===== src/rtl/i2c_bit_ctrl.sv =====
// Byte-level I2C master sequencer: START / WRITE / READ / STOP, one bus phase per divider tick.
// Drives open-drain pull-down enables for SCL/SDA and reports received byte and ACK status.
module i2c_bit_ctrl #(
  parameter int DATA_W = 8
) (
  input  logic              clk,
  input  logic              rst,
  input  logic              cmd_valid,
  output logic              cmd_ready,
  input  logic [1:0]        cmd,
  input  logic [DATA_W-1:0] cmd_data,
  input  logic              cmd_ack,
  output logic              done,
  output logic [DATA_W-1:0] rx_data,
  output logic              ack_rcvd,
  output logic              err,
  output logic              bus_busy,
  output logic              div_en,
  input  logic              tick_h,
  input  logic              tick_l,
  output logic              scl_oe,
  output logic              sda_oe,
  input  logic              sda_in
);

  localparam int CNT_W = $clog2(DATA_W + 1);
  localparam logic [CNT_W-1:0] LAST_BIT  = CNT_W'(DATA_W);
  localparam logic [CNT_W-1:0] LAST_DATA = CNT_W'(DATA_W - 1);

  localparam logic [1:0] CMD_START = 2'b00;
  localparam logic [1:0] CMD_WRITE = 2'b01;
  localparam logic [1:0] CMD_READ  = 2'b10;

  typedef enum logic [2:0] {
    ST_IDLE,
    ST_START,
    ST_WRITE,
    ST_READ,
    ST_STOP,
    ST_DONE
  } state_t;

  state_t              state_q, state_d;
  logic                scl_oe_q, scl_oe_d;
  logic                sda_oe_q, sda_oe_d;
  logic                busy_q, busy_d;
  logic                err_q, err_d;
  logic                ack_rcvd_q, ack_rcvd_d;
  logic [DATA_W-1:0]   rx_data_q, rx_data_d;
  logic [DATA_W-1:0]   shift_q, shift_d;
  logic [CNT_W-1:0]    bit_cnt_q, bit_cnt_d;
  logic                phase_q, phase_d;
  logic                mack_q, mack_d;
  logic                tick;

  assign div_en = (state_q == ST_START) || (state_q == ST_WRITE) ||
                  (state_q == ST_READ)  || (state_q == ST_STOP);
  // Ticks outside an active command are ignored entirely.
  assign tick = (tick_h | tick_l) & div_en;

  always_comb begin
    state_d    = state_q;
    scl_oe_d   = scl_oe_q;
    sda_oe_d   = sda_oe_q;
    busy_d     = busy_q;
    err_d      = err_q;
    ack_rcvd_d = ack_rcvd_q;
    rx_data_d  = rx_data_q;
    shift_d    = shift_q;
    bit_cnt_d  = bit_cnt_q;
    phase_d    = phase_q;
    mack_d     = mack_q;

    case (state_q)
      ST_IDLE: begin
        if (cmd_valid) begin
          if ((cmd != CMD_START) && !busy_q) begin
            state_d = ST_DONE;
            err_d   = 1'b1;
          end else begin
            bit_cnt_d = '0;
            phase_d   = 1'b0;
            case (cmd)
              CMD_START: state_d = ST_START;
              CMD_WRITE: begin
                state_d  = ST_WRITE;
                shift_d  = cmd_data;
                sda_oe_d = ~cmd_data[DATA_W-1];
              end
              CMD_READ: begin
                state_d  = ST_READ;
                sda_oe_d = 1'b0;
                mack_d   = cmd_ack;
              end
              default: begin
                // STOP: pull SDA low while SCL is still held low.
                state_d  = ST_STOP;
                sda_oe_d = 1'b1;
              end
            endcase
          end
        end
      end

      ST_START: begin
        if (tick) begin
          bit_cnt_d = bit_cnt_q + CNT_W'(1);
          case (bit_cnt_q)
            CNT_W'(0): sda_oe_d = 1'b0;
            CNT_W'(1): scl_oe_d = 1'b0;
            CNT_W'(2): sda_oe_d = 1'b1;
            default: begin
              scl_oe_d = 1'b1;
              busy_d   = 1'b1;
              err_d    = 1'b0;
              state_d  = ST_DONE;
            end
          endcase
        end
      end

      ST_WRITE: begin
        if (tick) begin
          if (!phase_q) begin
            scl_oe_d = 1'b0;
            phase_d  = 1'b1;
          end else begin
            phase_d  = 1'b0;
            scl_oe_d = 1'b1;
            if (bit_cnt_q == LAST_BIT) begin
              ack_rcvd_d = sda_in;
              err_d      = 1'b0;
              state_d    = ST_DONE;
            end else begin
              shift_d   = {shift_q[DATA_W-2:0], 1'b0};
              bit_cnt_d = bit_cnt_q + CNT_W'(1);
              // After the last data bit SDA is released for the slave's ACK.
              sda_oe_d  = (bit_cnt_q == LAST_DATA) ? 1'b0 : ~shift_d[DATA_W-1];
            end
          end
        end
      end

      ST_READ: begin
        if (tick) begin
          if (!phase_q) begin
            scl_oe_d = 1'b0;
            phase_d  = 1'b1;
          end else begin
            phase_d  = 1'b0;
            scl_oe_d = 1'b1;
            if (bit_cnt_q == LAST_BIT) begin
              rx_data_d = shift_q;
              err_d     = 1'b0;
              state_d   = ST_DONE;
            end else begin
              shift_d   = {shift_q[DATA_W-2:0], sda_in};
              bit_cnt_d = bit_cnt_q + CNT_W'(1);
              if (bit_cnt_q == LAST_DATA) begin
                sda_oe_d = mack_q;
              end
            end
          end
        end
      end

      ST_STOP: begin
        if (tick) begin
          bit_cnt_d = bit_cnt_q + CNT_W'(1);
          case (bit_cnt_q)
            CNT_W'(0): scl_oe_d = 1'b0;
            CNT_W'(1): sda_oe_d = 1'b0;
            default: begin
              // Third tick is only bus-free hold time.
              busy_d  = 1'b0;
              err_d   = 1'b0;
              state_d = ST_DONE;
            end
          endcase
        end
      end

      ST_DONE: state_d = ST_IDLE;

      default: state_d = ST_IDLE;
    endcase
  end

  always_ff @(posedge clk) begin
    if (rst) begin
      state_q    <= ST_IDLE;
      scl_oe_q   <= 1'b0;
      sda_oe_q   <= 1'b0;
      busy_q     <= 1'b0;
      err_q      <= 1'b0;
      ack_rcvd_q <= 1'b0;
      rx_data_q  <= '0;
      shift_q    <= '0;
      bit_cnt_q  <= '0;
      phase_q    <= 1'b0;
      mack_q     <= 1'b0;
    end else begin
      state_q    <= state_d;
      scl_oe_q   <= scl_oe_d;
      sda_oe_q   <= sda_oe_d;
      busy_q     <= busy_d;
      err_q      <= err_d;
      ack_rcvd_q <= ack_rcvd_d;
      rx_data_q  <= rx_data_d;
      shift_q    <= shift_d;
      bit_cnt_q  <= bit_cnt_d;
      phase_q    <= phase_d;
      mack_q     <= mack_d;
    end
  end

  assign cmd_ready = (state_q == ST_IDLE);
  assign done      = (state_q == ST_DONE);
  assign scl_oe    = scl_oe_q;
  assign sda_oe    = sda_oe_q;
  assign bus_busy  = busy_q;
  assign err       = err_q;
  assign ack_rcvd  = ack_rcvd_q;
  assign rx_data   = rx_data_q;

endmodule


===== config.mk =====
export PLATFORM = sky130hd
export DESIGN_NAME = i2c_bit_ctrl
export DESIGN_NICKNAME = d
export VERILOG_FILES = /design/src/rtl/i2c_bit_ctrl.sv
export SDC_FILE = /design/constraint.sdc
export NUM_CORES = 1
export LEC_CHECK = 0
export CELL_PAD_IN_SITES_DETAIL_PLACEMENT = 0
export CELL_PAD_IN_SITES_GLOBAL_PLACEMENT = 2
export CORE_MARGIN = 2
export CORE_UTILIZATION = 31
export DETAILED_ROUTE_END_ITERATION = 6
export PLACE_DENSITY_LB_ADDON = 0.1
export REMOVE_ABC_BUFFERS = 1
export SETUP_SLACK_MARGIN = 0.3
export SLEW_MARGIN = 20
export SYNTH_ARGS = -nofsm -noshare
export SYNTH_HDL_FRONTEND = slang
export SYNTH_SLANG_ARGS = --single-unit

===== constraint.sdc =====
create_clock -name clk -period 2.1 [get_ports clk]
set_input_delay 0.315 -clock clk [delete_from_list [all_inputs] [get_ports clk]]
set_output_delay 0.315 -clock clk [all_outputs]
set_load 0.05 [all_outputs]

==> out/qor.yml <==
outcome: "finished, final reports clean"
synth-edff-count: 0
path_class: "register to output pin"
relSlewSlack: 0.657
cp_max_fo: 2
met2_usage: 0.245
busiest_layer: "met2"
die_w_um: 80.9
finalWirelength_mm: 5.24
htree_levels: 2
critPathRequiredTime_ns: 1.78
synth_top_family_by_area: "compound AO/OA/AOI/OAI gates"
synthArstFlopShare: 0
ys_warn_count: 0
path_clk_slew_ns: 0.06
fmax_ghz: 0.575
ios: 33
rsz0062_at_grt: "true"
rows: 27
grt_max_degree: 35
period_minus_slack_ns: 1.74
finalNonFillerCells: 331
antenna_left: 0
yosys.area_share.simple: 0.229
dr.pass1.iters: 4
skew_ns: 0.00777
synthAdderAreaFrac: 0.0546
cts_hold_buf: 0
hold_viol: 0
arrival_ns: 1.42
vias: 1763
ys_seq_elements: 30
synth_area_um2: 1830
report.final.slew_viol_count: 0
post-route-period-util: 0.828
cp-start-kind: "register"
gp_congestion: 0.802
grt_pass1_wl_mm: 8.32
post-dp-hpwl_mm: 3.73
area_delta_synth_final_pct: 41.3
cp_top_family: "buffers and inverters"
hp-class: "register to register"
dieArea_um2: 6540
synth-main-ff-cell: "dfxtp_1"
viasPerCell: 5.33
die_h_um: 80.9
cts_tree: "built"
total_power_uw: 2870
drive_above_1_share: 0.239
cts_root_buf: "clkbuf_8"
clockBufferDepth: 2
final_nets: 284
drc: 0
tightest_slew_ns: 0.514
cts_num_sinks: 30
syn_avg_cell_area_um2: 8.56
worstPathCellList: "clkdlybuf4s50_1"
grt.total_usage: 0.166
p_leak_uw: 0.000984
cellPowerDensity_nw_per_um2: 1110
grt_util_met1: 0.241
num_antenna_cells: 0
synth_compound_area_frac: 0.232
grt_overflow: 0
grt_use_met3: 0.0344
drv_cap: 0
crit_slowest_cell: "clkdlybuf4s50_1"
wire_per_inst_um: 15.8
critPathMaxStageDelay_ns: 0.81
cp-end-kind: "output pin"
antenna_found_initial: 0
numPortBuffers: 32
ir_drop_mv: 0.756
synth_xor_area_frac: 0
synth_mux_area_frac: 0.0888
cp_num_buf_inv: 1
start_util: 0.327
dp.cells: 323
drt_iter0_drc: 157
ys_seq_area_frac: 0.328
synthCells: 214
grt_pass1_vias: 1645
numCtsBuffers: 5
clock_latency_ns: 0.29
setup_viol: 0
synth_cell_type_count: 52
coreArea_um2: 5610
tns_ns: 0
tightest hold or removal path, delay by kind of cell, from the launching register on:
family	cells	cell delay, ns
DFF	1	0.31
and+or+nand+nor	1	0.07
muxes	1	0.06
cells in the mapped netlist (2+ instances only):
library cell / instances / area, um2
dfxtp_1: 30 / 601
nor2_1: 26 / 97.6
nand2_1: 18 / 67.6
mux2i_1: 14 / 140
a21oi_1: 9 / 45.0
a311oi_1: 9 / 78.8
ha_1: 8 / 100
inv_1: 7 / 26.3
nand3_1: 7 / 35.0
o21ai_0: 7 / 35.0
clkbuf_1: 6 / 22.5
nand2b_1: 6 / 37.5
o21a_1: 5 / 37.5
and3_1: 4 / 25.0
buf_6: 4 / 45.0
nor2b_1: 4 / 25.0
nor3_1: 4 / 20.0
a211o_1: 3 / 26.3
buf_2: 3 / 15.0
o22ai_1: 3 / 18.8
a211oi_1: 2 / 15.0
a311o_1: 2 / 20.0
inv_2: 2 / 7.51
nor2_2: 2 / 12.5
o31ai_1: 2 / 15.0
power breakdown:
part           switching [uW]  total (uW)  internal, uW
clock                     224         603           379
combinational             850        1510           661
sequential               98.2         753           655
total                    1170        2870          1700
cell type report:
type,count,area (um2)
sequential,30,606
tap,72,90.1
multi-input combinational,161,1190
fill,569,3020
timing repair buffer,52,553
clock buffer,6,82.6
inverter,9,33.8
clock inverter,1,30.0
path summary, 6_finish.rpt:
kind	from	end	slack, ns	cells after the start
min	scl_oe$_SDFFE_PP0P_	scl_oe$_SDFFE_PP0P_	0.48	2
max reg2reg	bit_cnt_q[0]$_SDFFE_PP0P_	err$_SDFFE_PP0P_	0.36	7
min reg2reg	scl_oe$_SDFFE_PP0P_	scl_oe$_SDFFE_PP0P_	0.48	2
max	rx_data[4]$_SDFFE_PP0P_	rx_data[4]	0.36	1
layer usage:
layer  vias to the layer above  share of wire
li1                        861              -
met1                       846           0.50
met2                        50           0.43
met3                         6          0.051
met4                         0          0.011
met5                         -              0
registers in the layout (all words and copies together), names as in the netlist:
signal,flops
bus_busy,1
rx_data,8
shift_q,8
mack_q,1
err,1
ack_rcvd,1
bit_cnt_q,4
sda_oe,1
scl_oe,1
phase_q,1
state_q,3
repair_timing:
item / 4_1_cts / 5_1_grt
setup endpoints to repair: 22 / 27
pin swaps: 1 / 9
gates resized for setup: 9 / 19
buffers inserted: 0 / 0
gates cloned: 0 / 1
stage by stage:
step	cell area (um2)	setup slack, ns	hold slack (ns)	utilization
after floorplan	1740	-0.388	0.384	-
after global placement	2350	0.0185	0.464	0.419
after detailed placement	2350	-0.0207	0.470	0.419
after CTS	2480	0.273	0.489	0.443
after global routing	2590	0.273	0.509	0.462
final	2590	0.360	0.485	0.462
kinds of logic after synthesis:
logic type,count (synthesis)
compound gates,55
simple gates,82
flops,30
fa+ha+maj,8
buf+inv,23
mux,16
cell usage in the layout, fill, tap and decap left out, types with 3 or more instances in the layout:
| cell | instances |
|---|---|
| nor2b_1 | 3 |
| clkdlybuf4s50_1 | 25 |
| a211o_1 | 3 |
| nand3_1 | 6 |
| buf_4 | 16 |
| nand2_1 | 18 |
| o21a_1 | 3 |
| inv_2 | 4 |
| nand2b_1 | 6 |
| o21ai_0 | 7 |
| buf_12 | 5 |
| and3_1 | 3 |
| a311oi_1 | 9 |
| clkbuf_8 | 6 |
| inv_1 | 5 |
| nor2_1 | 25 |
| nor2_2 | 3 |
| a21oi_1 | 9 |
| mux2i_1 | 14 |
| nor3_1 | 3 |
| dlymetal6s2s_1 | 3 |
| ha_1 | 5 |
| dfxtp_1 | 28 |
(Power assumes the default switching activity.)
